<file path="config.mk">
export PLATFORM = sky130hd
export DESIGN_NAME = compress_handler
export DESIGN_NICKNAME = d
export VERILOG_FILES = /design/src/rtl/compress_handler.sv
export SDC_FILE = /design/constraint.sdc
export NUM_CORES = 1
export LEC_CHECK = 0
export BUFFER_PORTS_ARGS = -buffer_cell sky130_fd_sc_hd__buf_2
export CORE_MARGIN = 2
export CORE_UTILIZATION = 40
export DETAILED_ROUTE_END_ITERATION = 16
export HOLD_SLACK_MARGIN = 0.15
export SLEW_MARGIN = 40
export SYNTH_ARGS = -nofsm -noshare
export SYNTH_HDL_FRONTEND = slang
export SYNTH_SLANG_ARGS = --single-unit
</file>
<file path="constraint.sdc">
create_clock -name clk -period 4.8 [get_ports clk]
set_input_delay 0.24 -clock clk [delete_from_list [all_inputs] [get_ports clk]]
set_output_delay 0.24 -clock clk [all_outputs]
set_load 0.02 [all_outputs]
</file>
<file path="src/rtl/compress_handler.sv">
// compress_handler: run-length encoder feeding the compressed-output path.
// Reads a block of 16-bit RAM words, scans them MSB-first as one bit stream
// and emits 8-bit codes {bit value, run length} over a valid/ready stream.
// Optional build macro: COMPRESS_STATS_EN adds the codeCount output.
//
// state     | meaning
// ----------+----------------------------------------------------------
// IDLE      | waiting for start
// READ_REQ  | read strobe for the current word address
// READ_WAIT | RAM data arrives, load shift register
// SCAN      | consume one bit per cycle, emit a code when a run breaks
// FLUSH     | emit the last open run of the job
// DONE      | wait for the final code to leave, pulse done
module compress_handler #(
   parameter int ADDR_W  = 16,
   parameter int MAX_RUN = 127   // must lie in 1..127, the code holds 7 length bits
) (
   input  logic              clk,
   input  logic              RST,
   input  logic              start,
   input  logic [ADDR_W-1:0] startAddr,
   input  logic [15:0]       wordCount,
   output logic [ADDR_W-1:0] ramAddress,
   output logic              ramReadSignal,
   input  logic [15:0]       ramDataIn,
   output logic [7:0]        code,
   output logic              codeValid,
   input  logic              codeReady,
   output logic              busy,
   output logic              done
`ifdef COMPRESS_STATS_EN
   ,
   output logic [15:0]       codeCount
`endif
);

   localparam logic [6:0] MAX_RUN_L = 7'(MAX_RUN);

   typedef enum logic [2:0] {
      IDLE,
      READ_REQ,
      READ_WAIT,
      SCAN,
      FLUSH,
      DONE
   } stateT;

   stateT state;
   stateT stateNext;

   logic [ADDR_W-1:0] addrReg;
   logic [15:0]       wordsLeft;
   logic [15:0]       shiftReg;
   logic [3:0]        bitPtr;
   logic              runBit;
   logic [6:0]        runLen;
   logic              firstBit;
   logic [7:0]        codeReg;
   logic              codeValidReg;

   logic              slotFree;
   logic              curBit;
   logic              runBreak;
   logic              acceptStart;
   logic              captureWord;
   logic              consumeBit;
   logic              advanceWord;
   logic              emit;
   logic [7:0]        emitCode;

   // The output slot can take a new code if it is empty or being drained now.
   assign slotFree = !codeValidReg || codeReady;
   assign curBit   = shiftReg[15];
   // A run closes when the bit changes or the run has reached its length cap.
   assign runBreak = !firstBit && ((curBit != runBit) || (runLen == MAX_RUN_L));

   assign ramAddress    = addrReg;
   assign ramReadSignal = (state == READ_REQ);
   assign code          = codeReg;
   assign codeValid     = codeValidReg;
   assign busy          = (state != IDLE);
   // done waits until the last code of the job is accepted.
   assign done          = (state == DONE) && slotFree;

   // State register.
   always_ff @(posedge clk) begin
      if (RST) begin
         state <= IDLE;
      end else begin
         state <= stateNext;
      end
   end

   // Next-state and per-cycle control decisions.
   always_comb begin
      stateNext   = state;
      acceptStart = 1'b0;
      captureWord = 1'b0;
      consumeBit  = 1'b0;
      advanceWord = 1'b0;
      emit        = 1'b0;
      emitCode    = {runBit, runLen};
      case (state)
         IDLE: begin
            if (start) begin
               acceptStart = 1'b1;
               stateNext   = (wordCount == 16'd0) ? DONE : READ_REQ;
            end
         end
         READ_REQ: begin
            stateNext = READ_WAIT;
         end
         READ_WAIT: begin
            captureWord = 1'b1;
            stateNext   = SCAN;
         end
         SCAN: begin
            // A bit that closes a run must wait for room in the output slot.
            if (!runBreak || slotFree) begin
               consumeBit = 1'b1;
               emit       = runBreak;
               if (bitPtr == 4'd0) begin
                  if (wordsLeft == 16'd1) begin
                     stateNext = FLUSH;
                  end else begin
                     advanceWord = 1'b1;
                     stateNext   = READ_REQ;
                  end
               end
            end
         end
         FLUSH: begin
            if (slotFree) begin
               emit      = 1'b1;
               stateNext = DONE;
            end
         end
         DONE: begin
            if (slotFree) begin
               stateNext = IDLE;
            end
         end
         default: begin
            stateNext = IDLE;
         end
      endcase
   end

   // Job bookkeeping: address and remaining-word down-counter.
   always_ff @(posedge clk) begin
      if (RST) begin
         addrReg   <= '0;
         wordsLeft <= 16'd0;
      end else if (acceptStart) begin
         addrReg   <= startAddr;
         wordsLeft <= wordCount;
      end else if (advanceWord) begin
         addrReg   <= addrReg + 1'b1;
         wordsLeft <= wordsLeft - 16'd1;
      end
   end

   // Word shift register and bit pointer.
   always_ff @(posedge clk) begin
      if (RST) begin
         shiftReg <= 16'd0;
         bitPtr   <= 4'd0;
      end else if (captureWord) begin
         shiftReg <= ramDataIn;
         bitPtr   <= 4'd15;
      end else if (consumeBit) begin
         shiftReg <= {shiftReg[14:0], 1'b0};
         bitPtr   <= bitPtr - 4'd1;
      end
   end

   // Open run tracking; a job starts with no open run.
   always_ff @(posedge clk) begin
      if (RST) begin
         runBit   <= 1'b0;
         runLen   <= 7'd0;
         firstBit <= 1'b0;
      end else if (acceptStart) begin
         runBit   <= 1'b0;
         runLen   <= 7'd0;
         firstBit <= 1'b1;
      end else if (consumeBit) begin
         firstBit <= 1'b0;
         if (firstBit || runBreak) begin
            runBit <= curBit;
            runLen <= 7'd1;
         end else begin
            runLen <= runLen + 7'd1;
         end
      end
   end

   // Single-entry output slot with valid/ready handshake.
   always_ff @(posedge clk) begin
      if (RST) begin
         codeReg      <= 8'd0;
         codeValidReg <= 1'b0;
      end else if (emit) begin
         codeReg      <= emitCode;
         codeValidReg <= 1'b1;
      end else if (codeReady) begin
         codeValidReg <= 1'b0;
      end
   end

`ifdef COMPRESS_STATS_EN
   // Saturating count of codes accepted by the consumer in this job.
   always_ff @(posedge clk) begin
      if (RST) begin
         codeCount <= 16'd0;
      end else if (acceptStart) begin
         codeCount <= 16'd0;
      end else if (codeValidReg && codeReady && (codeCount != 16'hFFFF)) begin
         codeCount <= codeCount + 16'd1;
      end
   end
`endif

endmodule

</file>
---- Yosys cells after proc, flatten, opt, wreduce, memory -nomap -nowiden ----
Cells that the tools add are included.
word-level totals
  register bits ........................... 73
  output and inout bits ................... 28
operators by class
  add/subtract/negate cells ............... 4
  equality and inequality tests ........... 13
  mux-type cells .......................... 33
  reductions and logical operators ........ 20
operator list
  operator                 number
  $mux W16                 6
  $mux W3                  7
  $pmux W3 S6              1
  $add A16 B1 Y16 const B  1
  $eq A16 B1 Y1 const B    1
  $logic_not A16 Y1        1
  $sub A16 B1 Y16 const B  1
  $mux W1                  15
  $ne A2 B2 Y1 const B     5
  $mux W4                  2
  $reduce_bool A2 Y1       4
  $add A7 B1 Y7 const B    1
  $eq A7 B7 Y1 const B     1
  $mux W7                  1
  $eq A3 B2 Y1 const B     2
  $eq A3 B3 Y1 const B     2
  $reduce_and A5 Y1        1
  $logic_not A4 Y1         1
  $logic_or A1 B1 Y1       4
  $sub A4 B1 Y4 const B    1
  $eq A3 B1 Y1 const B     1
  $logic_not A1 Y1         3
  $logic_not A3 Y1         1
  $reduce_bool A3 Y1       1
  5 further kinds          6

---- Logic depth before layout (Yosys ltp) ----
Gate-level depths: netlist of the first run.
  depth in word-level cells ............... 9
  depth in mapped cells ................... 9
  mapped depth without buffers ............ 7

---- Worst setup path before layout of the first run ----
OpenSTA, ideal clock, no wires.
  path type ............................... flip-flop to flip-flop
  start ................................... register wordsLeft[1]
  end ..................................... register addrReg[14], in the netlist ramAddress[14]
  arrival ................................. 2025 ps
  setup slack ............................. 2684 ps
  stages on the path, launching flop included .. 9
  buffers on the path ..................... 1
  period minus slack after synthesis ...... 2116 ps
  cell sequence ........................... dfxtp_1 > inv_1 > ha_1 > nor4b_1 > and4_1 > a211o_1 > buf_2 > or4_1 > a311oi_1
between the ends
  longest elaborated chain between the ends .. 6
ends and longest elaborated chain
  what                                 RTL line  source
  from (decl)                          52        logic [15:0] wordsLeft;
  from (signal assigned)               156       wordsLeft <= wordCount;
  from (signal assigned)               159       wordsLeft <= wordsLeft - 16'd1;
  $eq A16 B1 Y1                        123       if (wordsLeft == 16'd1) begin
  $mux W1                              123
  $mux W1                              122       if (bitPtr == 4'd0) begin
  $mux W1                              119       if (!runBreak || slotFree) begin
  $mux W1                              103       case (state)
  $reduce_bool A2 Y1 (no source line)  -
  to (signal assigned)                 155       addrReg <= startAddr;
  to (signal assigned)                 158       addrReg <= addrReg + 1'b1;
  to (decl)                            51        logic [ADDR_W-1:0] addrReg;
No other way between the ends.
A chain may end at the register's enable or synchronous reset.

---- Final worst setup path of the first run ----
  start ................................... register state[0]
  end ..................................... register addrReg[7], in the netlist ramAddress[7]
between the ends
  longest elaborated chain between the ends .. 3
  elaborated cells on any way between the ends .. 6
  those cells by class .................... eq/ne (1); mux (3); reduce/logical (2)
ends and longest elaborated chain
  what                                                             RTL line  source
  from (decl)                                                      48        stateT state;
  from (signal assigned)                                           90        state <= stateNext;
  $eq A3 B2 Y1 or $logic_not A3 Y1 (tied branches)                 103
  $mux W1                                                          103
  $reduce_bool A2 Y1 (no source line) or $mux W16 (tied branches)  -
Parallel ways exist; a longest one is shown, timed or not.

==> impl_metrics.toml, run 1 <==
[yosys]
syn_area_sq_um = 3780
syn_avg_cell_area_sq_um = 8.28
synth_compound_area_frac = 0.236
synth_top_family_by_area = "simple AND/OR/NAND/NOR gates"
synth-xor-area-share = 0.0298
synth_nets = 514
synth_enable_flop_cells = 0
synth_seq_cells = 73
yosysSeqAreaShare = 0.386
synthMuxAreaShare = 0.0238
ys_types = 51
synth_ff_type = "dfxtp_1"
async_flop_share = 0
synthAdderAreaFrac = 0.0165
ys_warn_count = 0
syn-instance-count = 457
synthSimpleGateAreaFrac = 0.263

[global_route]
grt.total_usage = 0.198
overflow = 0
grt_pass1_vias = 3380
grt_max_degree = 65
use_met3 = 0.0359
use_met1 = 0.280
grt_util_met2 = 0.307
antenna_found_initial = 0
grt_pass1_wl_mm = 16.4
top_usage_layer = "met2"

[floorplan]
die_w_um = 101
fp-row-count = 35
core_area_sq_um = 9200
dieArea_sq_um = 10200
ioPinCount = 80
start_util = 0.411
die_h_um = 101

[route]
antenna_left = 0
dr.pass1.iters = 4
routed_wl_mm = 9.86
vias = 3621
wl_per_cell_um = 15.5
drt_iter0_drc = 196
vias_per_cell = 5.70
drc = 0

[setup_path]
crit_arrival_ns = 2.93
worstPathRequired_ns = 5.06
r2r_end = "ramAddress[7]$_SDFFE_PP0P_"
reg2reg_depth = 5
end_kind = "register"
cp_max_fo = 15
cp-start-kind = "register"
r2r_slack_ns = 2.13
rr_startpoint = "state[0]$_SDFFE_PP0P_"
path_class = "register to register"

[layout]
mostFrequentLayoutCells = "buf_2, dfxtp_1, nor2_1, nand2_1, a21oi_1"
antenna_cells = 0
final_nets = 576
layout-drive-gt1-share = 0.214
n_fill_cell = 934
area_growth_pct = 17.2
layout_commonest_cell = "buf_2"
final_core_util = 0.482

[sta]
setup_tns_ns = 0
grt_setup_unrepaired = "false"
max_freq_mhz = 375
setup_viol_count_final = 0
fin_crit_ns = 2.67
tightest_slew_ns = 0.720
finalHoldViolCount = 0
fin_skew_ns = 0.00831
setup_slack_ns = 2.13
slew_headroom = 0.507
fin_crit_sh = 0.556
slew_viol_final = 0

[outcome]
status = "finished clean"

[power]
p_per_area_nw_per_um2 = 318
leakagePower_nw = 1.64
ir_drop_uv = 178

[clock_network]
htreeDepth = 3
root_buffer = "clkbuf_8"
tritoncts = "yes"
post_cts_buffers = 0
clkTransAtPathRegs_ns = 0.08
numClockSinks = 73
cts_buffers = 9
cts_max_path_buffers = 2
clock_latency_ns = 0.34

[placement]
hpwl_mm = 6.87
post-place-ws_ns = 2.16
portBuffers = 79
globalplace.congestion = 0.819

[hold_path]
min_to = "wordsLeft[1]$_SDFFE_PP0P_"
hold_start = "wordCount[1]"
hold_depth = 3
hold_path_class = "primary input to register"

[flow_run]
cap_violations = 0
## critical path, stage by stage (launching register included)
cell       delay [ns]
dfxtp_1          0.57
and3b_1          0.65
nand4_1          0.31
a2111oi_0        0.71
xnor2_1          0.12
a211oi_1         0.23
## metrics by stage
step	power, mW	cell area, sq um	std cells	hold slack, ns
final	1.41	4430	635	0.158
after global routing	1.48	4430	635	0.167
after CTS	1.42	4430	635	0.154
after detailed placement	0.956	4230	618	0.450
after global placement	0.951	4220	618	0.442
after floorplan	0.873	3780	457	0.376
## per-layer routing
metal  vias up  part of all wire
met5         -                 0
met2        91              0.45
met1      1661              0.48
met4         0             0.013
li1       1858                 -
met3        11             0.055
## synth_stat cells (6+ instances only)
cell | number | share of area
inv_1 | 10 | 0.0099
nor4_1 | 11 | 0.018
nor2_1 | 51 | 0.051
or3_1 | 11 | 0.018
clkbuf_1 | 25 | 0.025
nand3_1 | 13 | 0.017
nand4_1 | 7 | 0.012
o21ai_0 | 12 | 0.016
a21oi_1 | 26 | 0.034
nand2b_1 | 6 | 0.0099
a22oi_1 | 15 | 0.030
nand2_1 | 39 | 0.039
nor3_1 | 11 | 0.015
xnor2_1 | 11 | 0.025
dfxtp_1 | 73 | 0.39
o31ai_1 | 14 | 0.028
mux2i_1 | 9 | 0.024
or4_1 | 14 | 0.028
a211oi_1 | 14 | 0.028
a311oi_1 | 20 | 0.046
and4_1 | 6 | 0.014
a2111oi_0 | 7 | 0.016
## worst max-delay path by stage
stage,from,to,slack [ns],cells past startpoint
after floorplan,wordsLeft[1]$_SDFFE_PP0P_,ramAddress[14]$_SDFFE_PP0P_,2.68,8
after global placement,codeReady,ramAddress[2]$_SDFFE_PP0P_,2.07,6
after detailed placement,state[0]$_SDFFE_PP0P_,ramAddress[7]$_SDFFE_PP0P_,2.16,5
after CTS,state[0]$_SDFFE_PP0P_,ramAddress[7]$_SDFFE_PP0P_,2.14,5
after global routing,state[0]$_SDFFE_PP0P_,ramAddress[7]$_SDFFE_PP0P_,1.79,5
final,state[0]$_SDFFE_PP0P_,ramAddress[7]$_SDFFE_PP0P_,2.13,5
## final cells by class
class,instances,area [sq um],area share
Clock buffer,11,151,0.0342
Clock inverter,5,38.8,0.00875
Tap cell,111,139,0.0313
Timing Repair Buffer,83,428,0.0965
Multi-Input combinational cell,342,2180,0.491
Sequential cell,73,1460,0.330
Inverter,10,37.5,0.00847
## repair_timing
| item | CTS | global route |
|---|---|---|
| endpoints found under the hold margin | 1 | 0 |
| hold buffers | 1 | 0 |
| resized for setup | 0 | 0 |
## report_power, final
part | leakage (nW) | switching (mW) | internal, mW
registers | 0.597 | 0.0447 | 0.644
logic | 0.945 | 0.161 | 0.0934
clock network | 0.0959 | 0.246 | 0.219
## kinds of logic after synthesis
| kind of cell | Yosys count |
|---|---|
| compound gates | 127 |
| fa+ha+maj | 5 |
| simple gates | 189 |
| buf+inv | 42 |
| mux | 9 |
| xor+xnor | 12 |
| flops | 73 |
## state kept, by name, summed over array words and instances (netlist names)
register,cells
runBit,1
shiftReg,16
runLen,7
ramAddress,16
code,8
wordsLeft,16
codeValid,1
firstBit,1
state,3
bitPtr,4
Note: power is estimated with default switching activity, not from simulation.
==> run 2, diff against run 1 <==
- ABC_AREA: default -> 1
- clock period: 4.8 -> 2.44 ns (I/O delays scaled with it)
==> run 2 against run 1 <==
Effect of this change: first-iteration DRC count increased by 23%; final cell count increased by 49%; maximum frequency increased by 42%; critical path depth increased by 4; sequential cell count unchanged; largest power group is now combinational logic; clock power increased to 2.6 times the previous value; total power increased to 4.9 times the previous value; highest routed layer unchanged; critical path type unchanged; hold slack improved by 0.0037 ns; non-clock buffer count increased by 44; sequential power increased to 2.9 times the previous value; clock skew about the same.
==> impl_metrics.toml, run 2 <==
[setup_path]
worstPathRequired_ns = 2.69
cp-start-kind = "register"
crit_arrival_ns = 2.13
path_class = "register to register"
cp_max_fo = 24
end_kind = "register"

[clock_network]
clock_latency_ns = 0.35
cts_max_path_buffers = 2
root_buffer = "clkbuf_8"
htreeDepth = 3
numClockSinks = 73
clkTransAtPathRegs_ns = 0.08
cts_resized = 0
tritoncts = "yes"
cts_hold_buf = 38
post_cts_buffers = 0
cts_buffers = 9

[yosys]
synth_nets = 750
syn_avg_cell_area_sq_um = 6.28
ys_types = 35
ys_warn_count = 0
synth_seq_cells = 73
yosysSeqAreaShare = 0.336
synth_common_cells = "nand2_1, nor2_1, nand3_1"
synth.top_cells.by_area = "dfxtp_1, nand2_1, nor2_1"
synth_area_leader_cell = "dfxtp_1"
yosysMostFrequentCell = "nand2_1"
syn_area_sq_um = 4350
synth_top_area_share = 0.336
async_flop_share = 0
syn-instance-count = 693
synth_ff_type = "dfxtp_1"
synth_enable_flop_cells = 0

[floorplan]
core_area_sq_um = 10700
ioPinCount = 80
fp-row-count = 38
die_h_um = 108
dieArea_sq_um = 11700
start_util = 0.405
die_w_um = 108

[sta]
finalHoldViolCount = 0
fin_skew_ns = 0.00785
slew_viol_final = 0
setup_viol_count_final = 0
fin_crit_sh = 0.767
tightest_slew_ns = 0.746
hold_ws_ns = 0.161
grt_setup_unrepaired = "false"
fin_crit_ns = 1.87
slew_headroom = 0.500
max_freq_mhz = 534
setup_tns_ns = 0

[power]
p_per_area_nw_per_um2 = 1260
p_clk_frac = 0.173
switching_share = 0.471
p_int_mw = 3.63
p_switching_mw = 3.24
combinationalPowerShare = 0.540
power_frac_seq = 0.288
ir_drop_uv = 558
leakagePower_nw = 2.54
power_mw = 6.87

[route]
drc = 0
drt_iter0_drc = 241
antenna_left = 0
routed_wl_mm = 11.8
wl_per_cell_um = 12.4
vias = 4663
dr.pass1.iters = 5
vias_per_cell = 4.92

[layout]
n_fill_cell = 1145
multi_input_comb_area_sq_um = 2480
fin_area_sq_um = 5440
area_growth_pct = 25.2
mostFrequentLayoutCells = "nand2_1, nor2_1, buf_2, nand3_1, dfxtp_1"
layout-drive-gt1-share = 0.146
final_nets = 859
ff_latch_area_sq_um = 1460
antenna_cells = 0
final_core_util = 0.507
layout_commonest_cell = "nand2_1"

[flow_run]
cap_violations = 0

[global_route]
antenna_found_initial = 0
grt_pass1_vias = 4380
grt_pass1_wl_mm = 19.5
grt.total_usage = 0.207
grt_max_degree = 31
overflow = 0

[outcome]
status = "finished clean"

[placement]
portBuffers = 79
hpwl_mm = 7.98
globalplace.congestion = 0.884
post_dp_cell_area_sq_um = 4820

[hold_path]
hold_path_class = "primary input to register"
-- run 2: layout make-up --
class / count / area share
Multi-Input combinational cell: 528 / 0.455
Sequential cell: 73 / 0.268
Timing Repair Buffer: 127 / 0.156
Inverter: 63 / 0.0434
Tap cell: 140 / 0.0322
Clock buffer: 11 / 0.0260
Clock inverter: 5 / 0.0188
-- run 2: cell families (layout without fill, tap and decap cells) --
family          count (synthesis)  after routing  synth area share
simple gates                  413            413             0.407
compound gates                100            100             0.128
buf+inv                        92            206            0.0946
flops                          73             73             0.336
xor+xnor                       10             10            0.0201
fa+ha+maj                       5              5            0.0144
-- run 2: power groups by stage --
stage	sequential [mW]	clock, mW	combinational [mW]
final	1.98	1.19	3.70
after CTS	1.97	1.21	3.73
after detailed placement	2.00	0	3.66
after global placement	1.99	0	3.60
after floorplan	2.12	0	2.73
after global routing	2.04	1.26	4.27
-- run 2: through the flow --
stage / cells / setup WS, ns
CTS: 947 / 0.569
floorplan: 693 / 0.818
detailed placement: 893 / 0.573
global route: 947 / 0.353
finish: 947 / 0.567
global placement: 893 / 0.587
-- run 2: worst max-delay path: stages, from the launching register on --
cell and delay, ns:
dfxtp_1 0.39, nor2_1 0.21, nand3_2 0.42, buf_4 0.39, nand3_1 0.11, nand2_1 0.05
inv_1 0.04, nand2_1 0.04, nand2_1 0.05, nor2_1 0.05
-- run 2: per-layer routing --
| layer | vias to the layer above | routed length (um) | global-route usage |
|---|---|---|---|
| met1 | 2094 | 5530 | 0.260 |
| met5 | - | 0 | 0 |
| met3 | 19 | 530 | 0.0374 |
| met2 | 99 | 5500 | 0.351 |
| met4 | 0 | 204 | 0.0797 |
| li1 | 2451 | - | - |
-- run 2: final timing paths --
| path | startpoint | to | slack, ns | cells past startpoint |
|---|---|---|---|---|
| max | state[0]$_SDFFE_PP0P_ | wordsLeft[7]$_SDFFE_PP0P_ | 0.57 | 9 |
| max reg2reg | state[0]$_SDFFE_PP0P_ | wordsLeft[7]$_SDFFE_PP0P_ | 0.57 | 9 |
| min | wordCount[5] | wordsLeft[5]$_SDFFE_PP0P_ | 0.16 | 5 |
| min reg2reg | firstBit$_SDFFE_PP0P_ | firstBit$_SDFFE_PP0P_ | 0.48 | 2 |
==> run 3, diff against run 2 <==
- clock period: 2.44 -> 1.5 ns (I/O delays scaled with it)
==> run 3 against run 2 <==
Effect of this change: the run now ends with setup timing left; global-route usage up 2.3 points; sequential power rose by 57%; critical path type unchanged; hold slack gained 0.058 ns; sequential cell count did not move; clock skew up 0.0034 ns; die area is the same; utilization is 10 points higher; combinational power grew 130%; via count is 9.0% higher; non-clock buffer count up 100; maximum frequency up 19%; register-to-register slack got worse by 0.64 ns.
==> impl_metrics.toml, run 3 (synthesis results as in run 2) <==
[outcome]
status = "finished, violations left"
violations = "setup timing"

[route]
dr.pass1.iters = 4
vias_per_cell = 4.86
wl_per_cell_um = 12.5
drc = 0
antenna_left = 0
drt_iter0_drc = 247
routed_wl_mm = 13.1
vias = 5084

[layout]
n_fill_cell = 992
final_core_util = 0.611
ff_latch_area_sq_um = 1470
final_nets = 959
fin_area_sq_um = 6570
area_growth_pct = 51.0
mostFrequentLayoutCells = "nand2_1, nor2_1, buf_4, buf_2, nand3_1"
antenna_cells = 0
layout-drive-gt1-share = 0.293
multi_input_comb_area_sq_um = 2700
layout_commonest_cell = "nand2_1"

[sta]
setup_slack_ns = -0.0743
slew_viol_final = 0
fin_crit_sh = 1.05
fin_skew_ns = 0.0112
max_freq_mhz = 635
setup_viol_count_final = 49
tightest_slew_ns = 0.385
fin_crit_ns = 1.57
slew_headroom = 0.743
grt_setup_unrepaired = "true"
finalHoldViolCount = 0

[floorplan]
dieArea_sq_um = 11700
core_area_sq_um = 10700
start_util = 0.405
die_h_um = 108
fp-row-count = 38
die_w_um = 108
ioPinCount = 80

[setup_path]
crit_arrival_ns = 1.81
cpPeakStageDelay_ns = 0.36
worstPathRequired_ns = 1.73
cp_common_cell = "nand2_2"
cp_max_fo = 13
crit_chain = "ha_4, nand2_4, nor2_4, nand2_2, nand2_2, nand3_4, nand2_8, inv_8, buf_12, a21boi_2, a21oi_1"
path_class = "register to register"
crit_family = "simple AND/OR/NAND/NOR gates"
cp-start-kind = "register"
critPathSlowestCell = "dfxtp_2"
cp_num_buf_inv = 2
end_kind = "register"

[power]
leakagePower_nw = 3.11
ir_drop_uv = 855
p_per_area_nw_per_um2 = 2020

[clock_network]
cts_buffers = 9
root_buffer = "clkbuf_8"
tritoncts = "yes"
numClockSinks = 73
clock_latency_ns = 0.36
htreeDepth = 3
cts_max_path_buffers = 2
clkTransAtPathRegs_ns = 0.09

[flow_run]
cap_violations = 0

[global_route]
grt_pass1_vias = 4811
grt_pass1_wl_mm = 21.6
overflow = 0
grt.total_usage = 0.230
antenna_found_initial = 0
grt_max_degree = 41

[placement]
hpwl_mm = 8.92
portBuffers = 79
globalplace.congestion = 0.851
post_dp_cell_area_sq_um = 5540

[hold_path]
hold_path_class = "primary input to register"
-- run 3: cell types whose count changed in the layout (fill, tap and decap cells not counted), moves of 8 or more --
cell	before	now
buf_4	10	84
dlygate4sd3_1	38	50
nand2_1	196	184
a21boi_2	0	10
nor2_2	1	12
a21boi_0	8	0
dfxtp_1	73	65
dfxtp_2	0	8
nor2_1	107	90
nand2_2	2	11
-- run 3: worst paths after layout --
path	end	from	slack, ns	cells past startpoint
setup reg to reg	shiftReg[6]$_SDFFE_PP0P_	runLen[1]$_SDFFE_PP0P_	-0.07	11
setup / recovery	shiftReg[6]$_SDFFE_PP0P_	runLen[1]$_SDFFE_PP0P_	-0.07	11
hold reg to reg	firstBit$_SDFFE_PP0P_	firstBit$_SDFFE_PP0P_	0.48	2
hold / removal	state[1]$_SDFFE_PP0P_	start	0.22	5
-- run 3: per-layer routing --
layer	up-vias	track usage	share of wire
met1	2321	0.298	0.47
met3	15	0.0350	0.038
met4	0	0.0769	0.014
met2	96	0.390	0.48
li1	2652	-	-
met5	-	0	0
-- run 3: worst register-to-register path, delay by kind of cell (launching register included) --
family,cells,cell delay (ns)
AND/OR/NAND/NOR,6,0.55
flip-flops,1,0.36
buffers and inverters,2,0.20
AO/OA/AOI/OAI,2,0.19
adder cells (fa/ha/maj),1,0.15
-- run 3: report_power, final --
part	switching (mW)	leakage [nW]	total, mW	internal [mW]
Clock	0.837	0.106	1.79	0.951
Sequential	0.494	0.600	3.11	2.62
Combinational	4.71	2.40	8.38	3.67
Total	6.04	3.11	13.3	7.24
-- run 3: area by class of cell --
| type | instances | share of cell area |
|---|---|---|
| timing repair buffer | 227 | 0.266 |
| clock inverter | 7 | 0.0154 |
| sequential | 73 | 0.224 |
| multi-input combinational | 528 | 0.411 |
| inverter | 63 | 0.0375 |
| tap | 140 | 0.0267 |
| clock buffer | 9 | 0.0189 |
-- run 3: per-stage QoR --
stage	TNS [ns]	std cells	hold slack [ns]	power, mW	setup WS [ns]
after floorplan	-0.0374	693	0.224	7.95	-0.00254
after global placement	-4.07	976	0.332	10.6	-0.146
final	-1.85	1047	0.219	13.3	-0.0743
after detailed placement	-7.77	976	0.347	10.7	-0.207
after global routing	-7.99	1047	0.247	14.5	-0.169
after CTS	-2.05	1046	0.181	12.9	-0.0709
-- run 3: what timing repair did --
action / 4_1_cts / 5_1_grt
pin swaps: 7 / 6
setup buffers: 4 / 1
gates resized for setup: 45 / 41
hold buffers: 50 / 0
setup endpoints to repair: 71 / 74
endpoints found under the hold margin: 52 / 0
